## config.mk

```make
export PLATFORM = sky130hd
export DESIGN_NAME = mdu_div_iter
export DESIGN_NICKNAME = d
export VERILOG_FILES = /design/src/rtl/mdu_div_iter_pkg.sv /design/src/rtl/div_restore_step.sv /design/src/rtl/mdu_div_iter.sv
export SDC_FILE = /design/constraint.sdc
export NUM_CORES = 1
export LEC_CHECK = 0
export CAP_MARGIN = 40
export CORE_ASPECT_RATIO = 1.5
export CORE_MARGIN = 8
export CORE_UTILIZATION = 35
export DETAILED_ROUTE_END_ITERATION = 12
export PLACE_DENSITY = 0.61
export SYNTH_ARGS = -nofsm -noshare
export SYNTH_HDL_FRONTEND = slang
export SYNTH_SLANG_ARGS = --single-unit
```

## constraint.sdc

```tcl
create_clock -name clk -period 4.4 [get_ports clk]
set_input_delay 0.88 -clock clk [delete_from_list [all_inputs] [get_ports clk]]
set_output_delay 0.88 -clock clk [all_outputs]
set_load 0.02 [all_outputs]
```

## src/rtl/mdu_div_iter_pkg.sv

```systemverilog
// Shared types for the iterative divider in the EXE-stage multiply/divide unit.
// Holds the FSM state encoding and the latched sign/zero flags of a request.
package mdu_div_iter_pkg;

  typedef enum logic [1:0] {
    DIV_IDLE,
    DIV_CALC,
    DIV_FIX,
    DIV_DONE
  } DivStateType;

  typedef struct packed {
    logic q_neg;
    logic r_neg;
    logic dz;
  } DivSignType;

endpackage

```

## src/rtl/div_restore_step.sv

```systemverilog
// One radix-2 restoring step: shift in a dividend bit, trial-subtract divisor.
// Ports: rem/din/divisor in; rem_next (partial remainder), qbit (quotient bit) out.
module div_restore_step #(
  parameter int WIDTH = 32
) (
  input  logic [WIDTH:0]   rem,
  input  logic             din,
  input  logic [WIDTH-1:0] divisor,
  output logic [WIDTH:0]   rem_next,
  output logic             qbit
);

  logic [WIDTH+1:0] shifted;

  assign shifted = {rem, din};

  always_comb begin
    qbit     = (shifted >= {2'b00, divisor});
    rem_next = shifted[WIDTH:0];
    if (qbit)
      rem_next = shifted[WIDTH:0] - {1'b0, divisor};
  end

endmodule

```

## src/rtl/mdu_div_iter.sv

```systemverilog
// Multi-cycle restoring divider for DIV/DIVU; quotient to LO, remainder to HI.
// Ports: clk, rst, Flush, DivStart, DivSigned, Dividend, Divisor in;
//        DivBusy, DivDone, Quotient, Remainder out. Latency WIDTH+2 cycles.
module mdu_div_iter #(
  parameter int WIDTH = 32
) (
  input  logic             clk,
  input  logic             rst,
  input  logic             Flush,
  input  logic             DivStart,
  input  logic             DivSigned,
  input  logic [WIDTH-1:0] Dividend,
  input  logic [WIDTH-1:0] Divisor,
  output logic             DivBusy,
  output logic             DivDone,
  output logic [WIDTH-1:0] Quotient,
  output logic [WIDTH-1:0] Remainder
);

  import mdu_div_iter_pkg::*;

  localparam int DIV_CNT_W = $clog2(WIDTH + 1);

  typedef struct packed {
    DivSignType       sign;
    logic [WIDTH-1:0] dividend;
    logic [WIDTH-1:0] divisor;
  } DivReqType;

  DivStateType          state;
  DivStateType          state_nxt;
  DivReqType            req;
  DivReqType            req_in;
  logic [WIDTH-1:0]     dvd_orig;
  logic [WIDTH:0]       rem;
  logic [WIDTH:0]       rem_nxt;
  logic                 qbit;
  logic [DIV_CNT_W-1:0] cnt;
  logic                 accept;
  logic                 a_neg;
  logic                 b_neg;
  logic [WIDTH-1:0]     q_fix;
  logic [WIDTH-1:0]     r_fix;

  assign DivBusy = (state == DIV_CALC) || (state == DIV_FIX);
  assign DivDone = (state == DIV_DONE);
  assign accept  = DivStart && !Flush &&
                   ((state == DIV_IDLE) || (state == DIV_DONE));

  always_comb begin
    a_neg                = DivSigned && Dividend[WIDTH-1];
    b_neg                = DivSigned && Divisor[WIDTH-1];
    req_in.sign.q_neg    = a_neg ^ b_neg;
    req_in.sign.r_neg    = a_neg;
    req_in.sign.dz       = (Divisor == '0);
    req_in.dividend      = a_neg ? -Dividend : Dividend;
    req_in.divisor       = b_neg ? -Divisor : Divisor;
  end

  // The dividend register doubles as the quotient shift register.
  div_restore_step #(
    .WIDTH(WIDTH)
  ) u_step (
    .rem     (rem),
    .din     (req.dividend[WIDTH-1]),
    .divisor (req.divisor),
    .rem_next(rem_nxt),
    .qbit    (qbit)
  );

  // Divide by zero bypasses sign fix-up: all ones and the raw dividend.
  always_comb begin
    q_fix = req.dividend;
    r_fix = rem[WIDTH-1:0];
    if (req.sign.dz) begin
      q_fix = '1;
      r_fix = dvd_orig;
    end else begin
      if (req.sign.q_neg)
        q_fix = -req.dividend;
      if (req.sign.r_neg)
        r_fix = -rem[WIDTH-1:0];
    end
  end

  always_comb begin
    state_nxt = state;
    unique case (state)
      DIV_IDLE: if (accept) state_nxt = DIV_CALC;
      DIV_CALC: if (cnt == DIV_CNT_W'(1)) state_nxt = DIV_FIX;
      DIV_FIX:  state_nxt = DIV_DONE;
      DIV_DONE: state_nxt = accept ? DIV_CALC : DIV_IDLE;
      default:  state_nxt = DIV_IDLE;
    endcase
    if (Flush)
      state_nxt = DIV_IDLE;
  end

  always_ff @(posedge clk) begin
    if (rst)
      state <= DIV_IDLE;
    else
      state <= state_nxt;
  end

  always_ff @(posedge clk) begin
    if (rst) begin
      req       <= '0;
      dvd_orig  <= '0;
      rem       <= '0;
      cnt       <= '0;
      Quotient  <= '0;
      Remainder <= '0;
    end else begin
      if (accept) begin
        req      <= req_in;
        dvd_orig <= Dividend;
        rem      <= '0;
        cnt      <= DIV_CNT_W'(WIDTH);
      end else if (state == DIV_CALC) begin
        rem          <= rem_nxt;
        req.dividend <= {req.dividend[WIDTH-2:0], qbit};
        cnt          <= cnt - DIV_CNT_W'(1);
      end
      if ((state == DIV_FIX) && !Flush) begin
        Quotient  <= q_fix;
        Remainder <= r_fix;
      end
    end
  end

endmodule

```

Word-level counts from Yosys, hierarchy flattened --
Index checks and enable logic that the tools add are counted.
Cells by class: add/sub/neg operators 6, magnitude comparators 1, equal/unequal tests 6, mux-type cells 15, bitwise logic cells 1, reduce and logical (&&, ||, !) cells 14
Operator list (count):
- $mux W32 | 8
- $neg A32 Y32 | 4
- $ge A34 B32 Y1 | 1
- $mux W33 | 1
- $sub A33 B32 Y33 | 1
- $logic_not A32 Y1 | 1
- $mux W6 | 2
- $pmux W2 S4 | 1
- $eq A6 B1 Y1 const B | 1
- $sub A6 B1 Y6 const B | 1
- $logic_and A1 B1 Y1 | 5
- $eq A2 B2 Y1 const B | 2
- $mux W2 | 2
- $reduce_or A2 Y1 | 2
- $eq A2 B1 Y1 const B | 1
- $logic_not A2 Y1 | 1
- $logic_or A1 B1 Y1 | 2
- $ne A2 B1 Y1 const B | 1
- $ne A2 B2 Y1 const B | 1
- $reduce_and A2 Y1 | 1
- $reduce_bool A2 Y1 | 1
- $logic_not A1 Y1 | 1
- $mux W1 | 1
- $xor A1 B1 Y1 | 1
Storage, ports and cells: bits in registers 204, input bits 69, output and inout port bits 66, logic and storage cells 55

Logic depth before layout (Yosys ltp) --
Gate-level depths: netlist of the first run.
depth in word-level cells 5, mapped depth 15, mapped depth without buffers 13

Hierarchy --
Synthesis of the first run repeated with hierarchy kept, for this count alone.
Second synthesis, totals: cells, all modules 1609, area, all modules 13107.6 um^2
Modules (own cells, without submodules):
- mdu_div_iter | instances 1, cells each 1240, area an instance 10447.5 um^2, sequential area each 4083.9 um^2
- div_restore_step | instances 1, cells each 369, area an instance 2660.1 um^2, sequential area each 0.0 um^2

Worst setup path before layout of the first run --
OpenSTA, ideal clock, no wires.
kind input to register, start input Divisor[8], end register req[26] (netlist bit), setup time 0.086 ns, data arrival time 3.200 ns, required time 4.314 ns, slack 1.115 ns, stages on the path 8, buffers on the path 0, path through or4_1 > nor3_1 > nand2_1 > or3_1 > or4_1 > o31ai_1 > xor2_1 > a211oi_1
On the way: word-level cells in the longest chain between the ends 2
Ends and longest elaborated chain:
- start, declared | line mdu_div_iter.sv:13 | input logic [WIDTH-1:0] Divisor,
- $neg A32 Y32 | line mdu_div_iter.sv:57 | req_in.divisor = b_neg ? -Divisor : Divisor;
- $mux W32 | line mdu_div_iter.sv:57
- end signal, assigned | line mdu_div_iter.sv:116 | req <= req_in;
- end, declared | line mdu_div_iter.sv:32 | DivReqType req;
No other way between the ends. A chain may end at the register's enable or synchronous reset.

Worst setup path after layout of the first run --
start register req[63] (netlist bit), end register rem[8]
On the way: word-level cells in the longest chain between the ends 2, elaborated cells on any way between the ends 3, those cells by class add/sub (1); order compare (1); mux (1)
Ends and longest elaborated chain:
- $sub A33 B32 Y33 or $ge A34 B32 Y1 (tied branches) | line div_restore_step.sv:21, div_restore_step.sv:18
- $mux W33 * | line div_restore_step.sv:20 | if (qbit)
- end signal, assigned | line mdu_div_iter.sv:121 | rem <= rem_nxt;
- end, declared | line mdu_div_iter.sv:35 | logic [WIDTH:0] rem;
Every way passes the cells marked *; elsewhere a longest branch is shown, timed or not.

==> impl_results.md, run 1 <==
* Worst relative slew slack at 38.7%
* Most area-consuming cells after synthesis: dfxtp_1 33%, nand2_1 6.2%, nor2_1 5.6%, xor2_1 5.6%, a21oi_1 5.2%
* Status: completed
* Hold-critical path depth at 2
* Yosys cell types at 65
* Vias per cell at 5.35
* Combined flip-flop and latch cell area at 4090 um2
* CTS root buf: clkbuf_16
* Setup ws final at 684 ps
* Initial antenna violation count at 0
* PortBufs at 134
* # hold bufs at CTS at 0
* RR Endpoint: rem[8]
* Worst-path cell chain: inv_1 -> ha_1 -> inv_1 -> fa_1 -> a21oi_1 -> o211ai_1 -> a22o_1 -> a311o_1 -> a31oi_1 -> buf_4 -> o21bai_1 -> buf_4 -> mux2_2 -> mux2i_1 -> nor2_1
* Post-synth ARST share at 0%
* Core area at 34800 um2
* Worst-margin pin slew at 920 ps
* Die Height at 245 um
* Initial Util at 35.3%
* Fraction of layout cells with a size suffix above 1 at 5.04%
* Synthesized area at 12300 um2
* Final Util at 43.0%
* Crit path DAT at 4110 ps
* Antenna Cells at 0
* Setup repair after global routing missed its margin: false
* Max-slew violations at 0
* Cell depth of the worst setup path at 15
* Post-route minimum period at 3720 ps
* Die width at 169 um
* Vias in the first global route at 11400
* Clock Latency Late Sink at 530 ps
* Nets at 1786
* Worst path top cell family by delay: compound AO/OA/AOI/OAI gates
* P&R area growth vs syn at 21.8%
* First DRT Iteration DRCs at 590
* Crit start category: register
* Drt wl/cell at 17.8 um
* # setup viols final at 0
* Ys flop type: dfxtp_1
* First-pass GRT wire length at 61200 um
* HPWL reported at the end of detailed placement at 29400 um
* Critical-path top delay cell: o21bai_1
* PD cells at 358 nW/um2
* Io pins at 135
* CP endpoint kind: register
* CP bufs+invs at 4
* Final instance area at 15000 um2
* Post-synth top area cell: dfxtp_1
* Syn Area/Cell at 7.71 um2
* Cts repair resizes at 0
* Clock-pin transition on the worst setup and hold timing paths at 70 ps
* Hold Crit Class: reg -> reg
* Post-DP Area at 14200 um2
* Residual DRC at 0
* Rows at 84
* Post-CTS setup buffers at 0
* Setup_tns at 0 ps
* Final Hold Fails at 0
* CP max stage delay at 510 ps
* Cells after synthesis at 1593
* Total global routing overflow at 0
* DRT antenna net count at 0
* Clk sinks at 204
* Post-synth EDFFs at 0
* Overall routed net length at 38500 um
* Crit-path max FO at 7
* Worst EP required at 4790 ps
* Fillcell total at 3551
* Area share of the largest cell type after synthesis at 33.2%
* Largest net degree at the start of global routing at 81
* RD Place Congestion at 0.909
* Maximum vdd drop at 0.279 mV
* Critical path class: reg -> reg
* GRT Total Usage at 18.1%
* R2R setup slack at 680 ps
* Critical Path Source: req[63]
* Post-route clock period utilization at 84.4%
* Die area at 41500 um2
* Clock skew at 17.5 ps
* Longest Clk Path Bufs at 3
* Multi-input gate area at 7610 um2
* Pre-CTS setup slack at 415 ps
* Reg-to-Reg Start: req[63]
* Leakage at 5.39 nW
* Seq/Total Area, Yosys at 33.2%
* YS warnings at 0
* DR vias at 11500
* Worst Setup EP: rem[8]
* Cts bufs inserted at 22
* Max H-tree Level at 1
* Post-synthesis register bit count at 204
* Most frequent cells in the layout: 203 x dfxtp_1, 203 x nand2_1, 184 x nor2_1
* Synthesized Nets at 1705
* R2R cell count at 15
* Drt pass-1 iters at 5
* Max-cap violation count at 0
* CTS tree: done
* Max Fclk at 269 MHz
[logic make-up (layout without fill, tap and decap cells)]
| group | Yosys count | in the layout | share of synthesized area [%] |
|---|---|---|---|
| xor gates and xnor gates | 148 | 148 | 10.6 |
| DFF | 204 | 204 | 33.2 |
| muxes | 47 | 47 | 3.84 |
| and+or+nand+nor | 528 | 528 | 19.0 |
| buffers and inverters | 162 | 256 | 4.99 |
| AOI/OAI and AO/OA | 461 | 461 | 23.9 |
| adders and majority gates | 43 | 43 | 4.44 |
[where the power goes]
group / leakage, nW / switching [W] / internal (W)
clock network: 0.385 / 0.000796 / 0.00126
registers: 1.66 / 0.0000966 / 0.00193
logic: 3.34 / 0.000728 / 0.000542
[flip-flops by register name, summed over array words and instances (netlist names)]
| signal | flops |
|---|---|
| rem | 33 |
| Quotient | 32 |
| Remainder | 32 |
| dvd_orig | 32 |
| cnt | 6 |
| state | 2 |
| req | 67 |
[worst min-delay path: cells and delay by family, from the launching register on]
family             cells  cell delay [ps]
DFF                    1              310
and+or+nand+nor        1               50
AOI/OAI and AO/OA      1               50
[per-stage QoR]
stage	hold WS (ps)	total power (W)	cells
6_report	456	0.00535	2160
3_5_place_dp	449	0.00333	2123
4_1_cts	458	0.00541	2160
5_1_grt	478	0.00560	2160
2_1_floorplan	436	0.00292	1593
3_3_place_gp	444	0.00331	2118
[layout make-up]
cell class | instances | area share [%]
Tap cell | 473 | 3.96
Timing Repair Buffer | 159 | 11.0
Multi-Input combinational cell | 1227 | 50.9
Inverter | 60 | 1.51
Clock buffer | 27 | 4.01
Sequential cell | 204 | 27.3
Clock inverter | 10 | 1.31
[layer usage]
layer / GRT usage, % / share of wire [%] / vias up
met5: 0 / 0 / -
met4: 7.64 / 3.8 / 0
met3: 1.88 / 4.0 / 62
met2: 34.6 / 53 / 249
met1: 19.9 / 39 / 5437
li1: - / - / 5798
[synth_stat cells (all sizes together) (2+ instances only)]
master and instances:
dfxtp 204, nand2 203, nor2 184, a21oi 127, o21ai 99, clkbuf 92
a211oi 80, xor2 78, xnor2 70, inv 60, mux2i 46, ha 42
o31ai 34, nor3 33, o22ai 26, or3 26, a21o 17, o211ai 16
or4 15, nand3 13, buf 10, nor2b 9, nor4 9, o41ai 9
a31oi 8, and3 8, nand4 8, o21bai 7, a311oi 6, and2 6
a21boi 5, nand2b 5, or2 5, a2111oi 2, a221oi 2, a311o 2
a31o 2, a32oi 2, a41oi 2, nand3b 2, nor3b 2, o211a 2
o31a 2
[worst min path at each step]
stage                             start             to  slack, ps
after global placement     dvd_orig[30]   dvd_orig[30]        440
after global routing        dvd_orig[9]    dvd_orig[9]        480
after detailed placement   dvd_orig[24]   dvd_orig[24]        450
after CTS                  dvd_orig[24]   dvd_orig[24]        460
after floorplan             dvd_orig[0]    dvd_orig[0]        440
final                     Remainder[13]  Remainder[13]        460
(Power assumes the default switching activity.)
==> run 2, diff against run 1 <==
- PLACE_DENSITY: 0.61 -> 0.63
- clock period: 4.4 -> 3.35 ns (I/O delays scaled with it)
==> run 2 against run 1 <==
Effect of this change:
- critical path depth shrank 1
- highest routed layer unchanged
- register-to-register slack got worse by 520 ps
- clock-buffer cell count is 3 higher
- sequential power increased by 31%
- utilization increased by 1.7 points
- largest cell class unchanged
- hold slack about the same
- combinational power grew 46%
- clock skew is 1.4 ps lower
- sequential cell count stayed put
- wire length up 1.4%
- global-route usage up 0.32 points
- maximum frequency increased by 17%
==> impl_results.md, run 2 (same netlist as run 1, synthesis figures left out) <==
* Largest register FFs at 67 (unchanged)
* R2R setup slack at 160 ps (was 680 ps)
* Total global routing overflow at 0 (unchanged)
* Final Util at 44.7% (was 43.0%)
* Busiest layer in global routing: met2 (unchanged)
* CTS tree: done (unchanged)
* GR Layer Usage met1 at 20.0% (was 19.9%)
* Overall routed net length at 39100 um (was 38500 um)
* Hold endpoint: dvd_orig[17] (was Remainder[13])
* # setup viols final at 0 (unchanged)
* Setup repair after global routing missed its margin: false (unchanged)
* DRT antenna net count at 0 (unchanged)
* Die area at 41500 um2 (unchanged)
* Post-route clock period utilization at 95.1% (was 84.4%)
* Status: completed (unchanged)
* DR vias at 12000 (was 11500)
* First-pass GRT wire length at 62000 um (was 61200 um)
* Post-route minimum period at 3190 ps (was 3720 ps)
* Switching pwr at 0.00218 W (was 0.00162 W)
* Die width at 169 um (unchanged)
* CTS root buf: clkbuf_16 (unchanged)
* Largest net degree at the start of global routing at 142 (was 81)
* RD Place Congestion at 0.911 (was 0.909)
* HPWL reported at the end of detailed placement at 29900 um (was 29400 um)
* Worst relative slew slack at 44.0% (was 38.7%)
* Final Hold Fails at 0 (unchanged)
* M2 GR Usage at 33.7% (was 34.6%)
* Clock Latency Late Sink at 520 ps (was 530 ps)
* PD cells at 449 nW/um2 (was 358 nW/um2)
* Initial antenna violation count at 1 (was 0)
* Final instance area at 15500 um2 (was 15000 um2)
* Vias in the first global route at 11800 (was 11400)
* Crit-path max FO at 6 (was 7)
* Final Non-Filler Cells at 2252 (was 2160)
* CP endpoint kind: register (unchanged)
* RR Endpoint: rem[29] (was rem[8])
* Critical path class: reg -> reg (unchanged)
* Clock skew at 16.1 ps (was 17.5 ps)
* # hold bufs at CTS at 0 (unchanged)
* Post-DP Area at 14800 um2 (was 14200 um2)
* Hold-critical path depth at 2 (unchanged)
* Reg-to-Reg Start: req[63] (unchanged)
* Internal at 0.00480 W (was 0.00373 W)
* Drt pass-1 iters at 5 (unchanged)
* Commonest non-fill, non-tap cell in the layout: nand2_1
* PortBufs at 134 (unchanged)
* Die Height at 245 um (unchanged)
* Initial Util at 35.3% (unchanged)
* Residual DRC at 0 (unchanged)
* Largest registers: req: 67 flops, rem: 33 flops (unchanged)
* Clock Power Share at 35.5% (was 38.4%)
* Biggest register: req (unchanged)
* Leakage at 5.78 nW (was 5.39 nW)
* Most frequent cells in the layout: 203 x nand2_1, 202 x dfxtp_1, 184 x nor2_1 (was 203 x dfxtp_1, 203 x nand2_1, 184 x nor2_1)
* Drt wl/cell at 17.3 um (was 17.8 um)
* Max-slew violations at 0 (unchanged)
* Sequential share of power at 37.9% (was 37.8%)
* Sw frac at 31.2% (was 30.3%)
* Clk sinks at 204 (unchanged)
* Fraction of layout cells with a size suffix above 1 at 10.3% (was 5.04%)
* First DRT Iteration DRCs at 612 (was 590)
* Fillcell total at 3470 (was 3551)
* P&R area growth vs syn at 26.6% (was 21.8%)
* Clock-pin transition on the worst setup and hold timing paths at 70 ps (about the same)
* R2R cell count at 14 (was 15)
* Max Fclk at 314 MHz (was 269 MHz)
* Vias per cell at 5.31 (was 5.35)
* Worst-margin pin slew at 840 ps (was 920 ps)
* Io pins at 135 (unchanged)
* Rows at 84 (unchanged)
* Longest Clk Path Bufs at 3 (unchanged)
* Crit path DAT at 3550 ps (was 4110 ps)
* Placed cell count at 2212 (was 2123)
* Worst EP required at 3710 ps (was 4790 ps)
* Cts bufs inserted at 22 (unchanged)
* Hold_sp: dvd_orig[17] (was Remainder[13])
* Crit start category: register (unchanged)
* Grt met3 use at 2.38% (was 1.88%)
* Maximum vdd drop at 0.286 mV (was 0.279 mV)
* Max H-tree Level at 1 (unchanged)
* Max-cap violation count at 0 (unchanged)
* GRT Total Usage at 18.4% (was 18.1%)
* Core area at 34800 um2 (unchanged)
* Hold Crit Class: reg -> reg (unchanged)
* Combinational Power Share at 26.6% (was 23.7%)
* Nets at 1875 (was 1786)
-- run 2: changes by cell type in the layout (fill, tap and decap cells not counted), sizes merged --
| cell | previous run | this run |
|---|---|---|
| buf | 26 | 115 |
| bufinv | 5 | 1 |
| clkbuf | 27 | 30 |
| inv | 60 | 62 |
| clkinv | 4 | 5 |
| diode | 0 | 1 |
-- run 2: worst max-delay path by stage --
stage,depth (start not counted),startpoint,slack [ps],end
floorplan,15,req[63],160,rem[26]
global placement,9,Divisor[8],-190,req[26]
detailed placement,11,Dividend[10],-200,req[52]
CTS,13,req[0],30,rem[32]
global route,14,req[63],3,rem[29]
finish,14,req[63],160,rem[29]
-- run 2: repair_timing --
action | in CTS | in global routing
resized for setup | 0 | 10
buffers inserted | 0 | 0
setup endpoints to repair | 0 | 20
-- run 2: cell type report --
class                   instances  area [um2]  share of cell area (%)
clock inverters                 9        83.8                   0.539
multi-input cells            1227        7650                    49.2
clock buffers                  30         642                    4.13
well taps                     473         592                    3.81
flip-flops and latches        204        4090                    26.3
diodes                          1        2.50                  0.0161
inverters                      60         225                    1.45
repair buffers                248        2260                    14.6
-- run 2: metrics by stage --
stage          setup TNS, ps  total power [W]  setup slack, ps  hold WS (ps)
6_report                   0          0.00698              162           457
5_1_grt                    0          0.00732             2.85           481
4_1_cts                    0          0.00702             25.1           460
3_5_place_dp           -2240          0.00453             -196           450
3_3_place_gp           -1550          0.00451             -187           441
2_1_floorplan              0          0.00384              160           436
-- run 2: routing by layer --
layer	vias up	routed length [um]	part of all wire, %
met4	0	2280	5.8
met5	-	0	0
met2	281	19600	50
met1	5615	15500	40
li1	5979	-	-
met3	88	1690	4.3
-- run 2: worst max-delay path, cell delays in order, from the launching register on --
cell,delay [ps]
dfxtp_1,330
inv_1,60
ha_1,190
inv_1,70
fa_2,220
a21oi_2,70
o211ai_1,360
a22o_1,240
a311o_1,240
a31oi_1,100
buf_4,160
o21bai_1,420
buf_4,260
mux2i_1,220
a21oi_1,90
-- run 2: power groups by stage --
stage                     Combinational (W)  Clock [W]  Sequential (W)
after floorplan                     0.00117          0         0.00267
after global placement              0.00181          0         0.00270
after detailed placement            0.00183          0         0.00270
after CTS                           0.00184    0.00253         0.00265
after global routing                0.00204    0.00262         0.00266
final                               0.00186    0.00248         0.00265
==> run 3, diff against run 2 <==
- HOLD_SLACK_MARGIN: default -> 0.03
- TNS_END_PERCENT: default -> 1
==> run 3 against run 2 <==
Effect of this change:
- critical path depth unchanged
- highest routed layer unchanged
- setup slack worse by 53 ps
- largest cell class unchanged
- final cell count unchanged
- sequential power about the same
- power down 0.17%
- critical path type unchanged
- die area unchanged
- utilization down 0.050 points
==> impl_results.md, run 3 (same netlist as run 1, synthesis figures left out) <==
* Status: completed (unchanged)
* Max Fclk at 309 MHz (was 314 MHz)
* Max-cap violation count at 0 (unchanged)
* Largest registers: req: 67 flops, rem: 33 flops (unchanged)
* Total global routing overflow at 0 (unchanged)
* P&R area growth vs syn at 26.4% (was 26.6%)
* Critical path class: reg -> reg (unchanged)
* Switching pwr at 0.00217 W (was 0.00218 W)
* Drt pass-1 iters at 4 (was 5)
* Residual DRC at 0 (unchanged)
* Cts bufs inserted at 22 (unchanged)
* Drt wl/cell at 17.3 um (about the same)
* CP endpoint kind: register (unchanged)
* Placed cell count at 2212 (unchanged)
* Internal at 0.00480 W (about the same)
* Worst-margin pin slew at 846 ps (was 840 ps)
* Combined flip-flop and latch cell area at 4090 um2 (about the same)
* Post-route minimum period at 3240 ps (was 3190 ps)
* Hold Crit Class: reg -> reg (unchanged)
* HPWL reported at the end of detailed placement at 29900 um (unchanged)
* DR vias at 12000 (about the same)
* Clock Power Share at 35.6% (was 35.5%)
* Setup ws final at 110 ps (was 162 ps)
* M2 GR Usage at 33.7% (unchanged)
* Io pins at 135 (unchanged)
* Largest net degree at the start of global routing at 142 (unchanged)
* Sw frac at 31.2% (about the same)
* Rows at 84 (unchanged)
* Max-slew violations at 0 (unchanged)
* Biggest register: req (unchanged)
* Crit-path max FO at 16 (was 6)
* Largest register FFs at 67 (unchanged)
* Overall routed net length at 39000 um (was 39100 um)
* Clock Latency Late Sink at 520 ps (about the same)
* Busiest layer in global routing: met2 (unchanged)
* Max H-tree Level at 1 (unchanged)
* Initial Util at 35.3% (unchanged)
* Sequential share of power at 38.0% (was 37.9%)
* Vias per cell at 5.32 (was 5.31)
* Crit path DAT at 3590 ps (was 3550 ps)
* Clock skew at 16.5 ps (was 16.1 ps)
* Die area at 41500 um2 (unchanged)
* Nets at 1875 (unchanged)
* Multi-input gate area at 7630 um2 (was 7650 um2)
* GRT Total Usage at 18.4% (unchanged)
* Grt met3 use at 2.38% (unchanged)
* GR Layer Usage met1 at 20.0% (unchanged)
* Core area at 34800 um2 (unchanged)
* Post-CTS setup buffers at 0 (unchanged)
* PD cells at 449 nW/um2 (about the same)
* Final Util at 44.6% (was 44.7%)
* DRT antenna net count at 0 (unchanged)
* RD Place Congestion at 0.911 (unchanged)
* Initial antenna violation count at 1 (unchanged)
* Leakage at 5.78 nW (about the same)
* Combinational Power Share at 26.5% (was 26.6%)
* CTS tree: done (unchanged)
* Fillcell total at 3471 (was 3470)
* Die Height at 245 um (unchanged)
* Post-route clock period utilization at 96.7% (was 95.1%)
* Vias in the first global route at 11800 (unchanged)
* Setup repair after global routing missed its margin: true (was false)
* Die width at 169 um (unchanged)
* Maximum vdd drop at 0.286 mV (about the same)
* Longest Clk Path Bufs at 3 (unchanged)
* Worst EP required at 3700 ps (was 3710 ps)
* Most frequent cells in the layout: 203 x dfxtp_1, 203 x nand2_1, 184 x nor2_1 (was 203 x nand2_1, 202 x dfxtp_1, 184 x nor2_1)
* Worst relative slew slack at 43.6% (was 44.0%)
* First-pass GRT wire length at 62000 um (unchanged)
* Clk sinks at 204 (unchanged)
* First DRT Iteration DRCs at 595 (was 612)
* PortBufs at 134 (unchanged)
* # setup viols final at 0 (unchanged)
* Final Non-Filler Cells at 2252 (unchanged)
* Fraction of layout cells with a size suffix above 1 at 10.1% (was 10.3%)
* Pre-CTS setup slack at -196 ps (unchanged)
* Crit start category: register (unchanged)
* Clock-pin transition on the worst setup and hold timing paths at 60 ps (was 70 ps)
* CTS root buf: clkbuf_16 (unchanged)
* Final Hold Fails at 0 (unchanged)
run 3: cell counts in the layout (fill, tap and decap cells not counted):
Identical to the previous run, type by type.
run 3: routing by layer:
metal | wire, um | up-vias
met2 | 19600 | 272
met4 | 2260 | 0
met5 | 0 | -
met1 | 15600 | 5640
li1 | - | 5974
met3 | 1610 | 88
run 3: area by class of cell:
class,count,area share [%]
clock buffer,30,4.13
tap,473,3.81
timing repair buffer,248,14.6
inverter,60,1.45
antenna,1,0.0161
sequential,204,26.3
clock inverter,9,0.540
multi-input combinational,1227,49.2
run 3: power by group through the flow:
stage                     Clock (W)  Sequential [W]  Combinational [W]
after floorplan                   0         0.00267            0.00117
after global placement            0         0.00270            0.00181
after detailed placement          0         0.00270            0.00183
after CTS                   0.00253         0.00265            0.00184
after global routing        0.00262         0.00266            0.00204
final                       0.00248         0.00265            0.00185
run 3: worst max-delay path, cell delays in order (launching register included):
cell and delay (ps):
dfxtp_1 370, ha_1 190, inv_1 60, fa_1 410, a21oi_2 180, o211ai_1 170, a22o_1 260, a311o_1 310
a31oi_1 180, buf_4 160, o21ba_2 170, buf_12 160, nor2_1 50, a221oi_1 280, a21oi_1 100
run 3: worst paths after layout:
check,startpoint,to,slack [ps],cells past startpoint
hold reg to reg,dvd_orig[17],dvd_orig[17],460,2
setup reg to reg,req[0],rem[17],110,14
setup / recovery,req[0],rem[17],110,14
hold / removal,dvd_orig[17],dvd_orig[17],460,2
run 3: timing repair:
action,CTS,global route
gates resized for setup,0,5
hold endpoints to repair,0,0
endpoints found under the setup margin,0,20
hold buffers,0,0
run 3: stage by stage:
stage	hold WS, ps	power, W	area [um2]	TNS, ps
detailed placement	450	0.00453	14800	-2240
global route	481	0.00731	15500	-107
floorplan	436	0.00384	12300	0
global placement	441	0.00451	14800	-1550
finish	458	0.00697	15500	0
CTS	460	0.00702	15500	0
